$ cat config.mk
export PLATFORM = sky130hd
export DESIGN_NAME = keypad_emulator
export DESIGN_NICKNAME = d
export VERILOG_FILES = /design/src/rtl/keypad_emulator.sv
export SDC_FILE = /design/constraint.sdc
export NUM_CORES = 1
export LEC_CHECK = 0
export BUFFER_PORTS_ARGS = -buffer_cell sky130_fd_sc_hd__buf_4
export CAP_MARGIN = 20
export CORE_ASPECT_RATIO = 0.9
export CORE_MARGIN = 2
export CORE_UTILIZATION = 30
export DETAILED_ROUTE_END_ITERATION = 10
export MAX_ROUTING_LAYER = met4
export PLACE_DENSITY_LB_ADDON = 0.2
export SLEW_MARGIN = 10
export SYNTH_ARGS = -nofsm -noshare
export SYNTH_HDL_FRONTEND = slang
export SYNTH_SLANG_ARGS = --single-unit
$ cat constraint.sdc
create_clock -name clk_50MHz_i -period 1.59 [get_ports clk_50MHz_i]
set_input_delay 0.159 -clock clk_50MHz_i [delete_from_list [all_inputs] [get_ports clk_50MHz_i]]
set_output_delay 0.159 -clock clk_50MHz_i [all_outputs]
set_load 0.005 [all_outputs]
$ cat src/rtl/keypad_emulator.sv
// Emulates one key of a 4x4 matrix keypad: on request it closes the selected
// row/column contact with bounce on both edges, answering the scanner's row drive.
module keypad_emulator #(
    parameter int BOUNCE_CYCLES = 16,
    parameter int TOGGLE_PERIOD = 4,
    parameter int HOLD_CYCLES   = 64
) (
    input  logic       clk_50MHz_i,
    input  logic       rst_async_ha_i,
    input  logic [3:0] rows_i,
    input  logic [3:0] key_code_i,
    input  logic       press_i,
    output logic [3:0] columns_o,
    output logic       busy_o,
    output logic       done_o
);

    localparam int MAX_CYCLES = (BOUNCE_CYCLES > HOLD_CYCLES) ? BOUNCE_CYCLES : HOLD_CYCLES;
    localparam int CW = (MAX_CYCLES < 1) ? 1 : $clog2(MAX_CYCLES + 1);
    localparam logic [CW-1:0] BOUNCE_LAST = CW'(BOUNCE_CYCLES - 1);
    localparam logic [CW-1:0] HOLD_LAST   = CW'(HOLD_CYCLES - 1);

    typedef enum logic [1:0] {
        IDLE,
        BOUNCE_IN,
        HELD,
        BOUNCE_OUT
    } state_t;

    state_t        state;
    state_t        next_state;
    logic [CW-1:0] cnt;
    logic [3:0]    key;
    logic          contact;
    logic          phase_odd;

    // Parity of the toggle slot the counter currently sits in.
    always_comb begin
        phase_odd = 1'((32'(cnt) / 32'(TOGGLE_PERIOD)) % 32'd2);
    end

    always_ff @(posedge clk_50MHz_i or posedge rst_async_ha_i) begin
        if (rst_async_ha_i) begin
            state <= IDLE;
        end else begin
            state <= next_state;
        end
    end

    always_comb begin
        next_state = state;
        contact    = 1'b0;
        case (state)
            IDLE: begin
                if (press_i) begin
                    next_state = (BOUNCE_CYCLES == 0) ? HELD : BOUNCE_IN;
                end
            end
            BOUNCE_IN: begin
                contact = ~phase_odd;
                if (cnt == BOUNCE_LAST) begin
                    next_state = HELD;
                end
            end
            HELD: begin
                contact = 1'b1;
                if (cnt == HOLD_LAST) begin
                    next_state = (BOUNCE_CYCLES == 0) ? IDLE : BOUNCE_OUT;
                end
            end
            BOUNCE_OUT: begin
                contact = phase_odd;
                if (cnt == BOUNCE_LAST) begin
                    next_state = IDLE;
                end
            end
            default: next_state = IDLE;
        endcase
    end

    // Counter idles at zero and restarts on every state change; the key is
    // only captured when a sequence starts so later code changes are ignored.
    always_ff @(posedge clk_50MHz_i or posedge rst_async_ha_i) begin
        if (rst_async_ha_i) begin
            cnt       <= '0;
            key       <= 4'b0000;
            columns_o <= 4'b0000;
            busy_o    <= 1'b0;
            done_o    <= 1'b0;
        end else begin
            if ((next_state != state) || (state == IDLE)) begin
                cnt <= '0;
            end else begin
                cnt <= cnt + CW'(1);
            end
            if ((state == IDLE) && press_i) begin
                key <= key_code_i;
            end
            columns_o <= (contact && rows_i[key[3:2]]) ? (4'b0001 << key[1:0]) : 4'b0000;
            busy_o    <= (next_state != IDLE);
            done_o    <= (state != IDLE) && (next_state == IDLE);
        end
    end

endmodule

==> flow_summary_export.csv <==
group,metric,value,unit
drt,first_pass_iters,3,
worst_hold_path,min_from,"key_code_i[3]",
timing,finalClockSkew,0.00540,ns
synth,synthCells,77,
critical_path,setup.worst_path.class,"register to register",
global_route,first_global_vias,637,
drt,drt_iter0_drc,17,
timing,setup_viol,0,
clock_tree,clk_latency,0.29,ns
timing,maxSlewViolCount,0,
run,maxCapViolCount,0,
floorplan,coreArea,0.00279,mm²
synth,synthArstFlopShare,100,%
synth,ys_seq_elements,19,
floorplan,die_y,55.7,µm
critical_path,startpoint_type,"register",
place,gp_congestion,0.766,
place,port_buffers,16,
clock_tree,cts_tree,"built",
synth,synth_warnings,0,
synth,netlist_area,891,µm²
critical_path,reg2regPathDepth,4,
clock_tree,cts_made_buffers,3,
layout,stdcell_area,0.00111,mm²
drt,via_per_inst,4.56,
power,p_leak,0.499,nW
drt,route.detailed.drc,0,
timing,timing.final.crit_period,1.44,ns
layout,antenna_cells,0,
timing,slew_headroom,75.9,%
worst_hold_path,hold_depth,2,
timing,setup_slack,0.152,ns
clock_tree,clk_path_buf_depth,2,
synth,synth_nets,89,
critical_path,r2r_start,"cnt[0]",
critical_path,reg2reg_to,"cnt[5]",
power,p_total,1.81,mW
timing,final_hold_viol_count,0,
floorplan,start_util,31.9,%
layout,syn2layout_area_growth,24.4,%
timing,finalCritPeriodShare,90.5,%
clock_tree,numClockSinks,19,
synth,yosysSeqAreaShare,53.4,%
worst_hold_path,hold_path.class,"input pin to register",
critical_path,reg2reg_slack,0.15,ns
worst_hold_path,whs_endpoint,"key[3]",
floorplan,fp.dieArea,0.00342,mm²
drt,vias,634,
timing,rsz0062_at_grt,"no",
global_route,grt_overflow,0,
clock_tree,cts_max_level,1,
outcome,status,"complete, no violations",
timing,tns,0,ns
floorplan,die_w,61.4,µm
critical_path,critical_path_peak_fanout,5,
synth,synth_edf_count,0,
clock_tree,postCtsSetupRepairBufs,0,
drt,wl,1530,µm
layout,fin_nets,112,
drt,wl_per_cell,11.0,µm
place,placed_area,0.00107,mm²
floorplan,io-pin-count,17,
timing,tightest_slew,0.359,ns
global_route,grt_pass1_wl,2710,µm
global_route,grt_usage,10.8,%
power,power.density,1640,mW/mm²
critical_path,critPathArrivalTime,1.60,ns
layout,final_cell_mix,"dfrtp_1, buf_4, nor2_1, a21oi_1",
global_route,antenna_found_initial,0,
clock_tree,cts_root_buf,"clkbuf_4",
drt,drt.antenna.violating_nets,0,
clock_tree,clkTransAtPathRegs,0.11,ns
layout,final_layout_size_suffix_gt1_share,31.3,%
floorplan,rows,18,
timing,fmax,0.695,GHz
power,peakVddDrop,0.653,mV
place,place_hpwl,1170,µm
synth,synth-main-ff-cell,"dfrtp_1",
global_route,grt_max_degree,20,
synth,ys_types,34,
layout,fillers,289,
critical_path,worst_ep_required_time,1.76,ns
critical_path,end_kind,"register",
place,pre_cts_ws,0.178,ns
synth,syn_avg_cell_area,11.6,µm²
==> cell usage after synthesis (2+ instances only) <==
cell type  count  area (µm²)
dfrtp_1       19         475
a21oi_1        5        25.0
nor2_1         5        18.8
inv_1          4        15.0
mux2_2         4        45.0
nor4_1         4        25.0
nand2_1        3        11.3
nand3_1        3        15.0
xnor2_1        3        26.3
and2b_1        2        15.0
nand2b_1       2        12.5
==> through the flow <==
stage          hold WS, ns  instances  utilization [%]
2_1_floorplan        0.110         77                -
3_3_place_gp         0.202        134             38.4
3_5_place_dp         0.204        134             38.4
4_1_cts             0.0727        139             39.7
5_1_grt             0.0715        139             39.7
6_report            0.0853        139             39.7
==> state kept, by name (all words and copies together), names as in the netlist <==
signal / count
cnt: 7
columns_o: 4
key: 4
state: 2
busy_o: 1
done_o: 1
==> worst max-delay path by stage <==
stage | start | depth (start not counted) | end
2_1_floorplan | cnt[0] | 4 | cnt[5]
3_3_place_gp | cnt[0] | 4 | cnt[5]
3_5_place_dp | cnt[0] | 4 | cnt[5]
4_1_cts | cnt[0] | 4 | cnt[5]
5_1_grt | cnt[0] | 4 | cnt[5]
6_report | cnt[0] | 4 | cnt[5]
==> worst max-delay path, stage by stage (launching register included) <==
cell and delay (ns):
dfrtp_1 0.41, ha_1 0.23, nand3_2 0.16, o311ai_4 0.38
a22oi_1 0.14
==> final cells by class <==
cell class                      count  area [µm²]  area share [%]
Tap cell                           40        50.0            4.51
Clock buffer                        3        22.5            2.03
Sequential cell                    19         475            42.9
Clock inverter                      1        5.00           0.451
Multi-Input combinational cell     52         388            35.0
Inverter                            4        15.0            1.35
Timing Repair Buffer               20         153            13.8
==> routing by layer <==
metal	up-vias	GRT usage [%]	wire, µm	part of all wire [%]
met2	10	16.3	719	47
met4	0	2.74	13	0.85
li1	328	-	-	-
met3	2	4.88	68	4.5
met1	294	13.2	724	47
met5	-	-	0	0
==> timing repair <==
| item | in CTS | in global routing |
|---|---|---|
| endpoints found under the hold margin | 19 | 0 |
| resized for setup | 0 | 0 |
| hold buffers | 1 | 0 |
==> logic make-up (layout without fill, tap and decap cells) <==
kind of cell	after synthesis	count (layout)	synth area share (%)
simple gates	26	26	17.6
xor+xnor	4	4	3.93
flops	19	19	53.4
fa+ha+maj	1	1	1.40
buf+inv	6	28	3.09
mux	5	5	6.18
compound gates	16	16	14.5
==> report_power, final <==
group	leakage (nW)	switching [mW]	total, mW	internal, mW
combinational	0.244	0.333	0.729	0.396
sequential	0.237	0.174	0.843	0.670
clock	0.0177	0.147	0.240	0.0937
No activity file was read; power rests on OpenSTA's default activity.
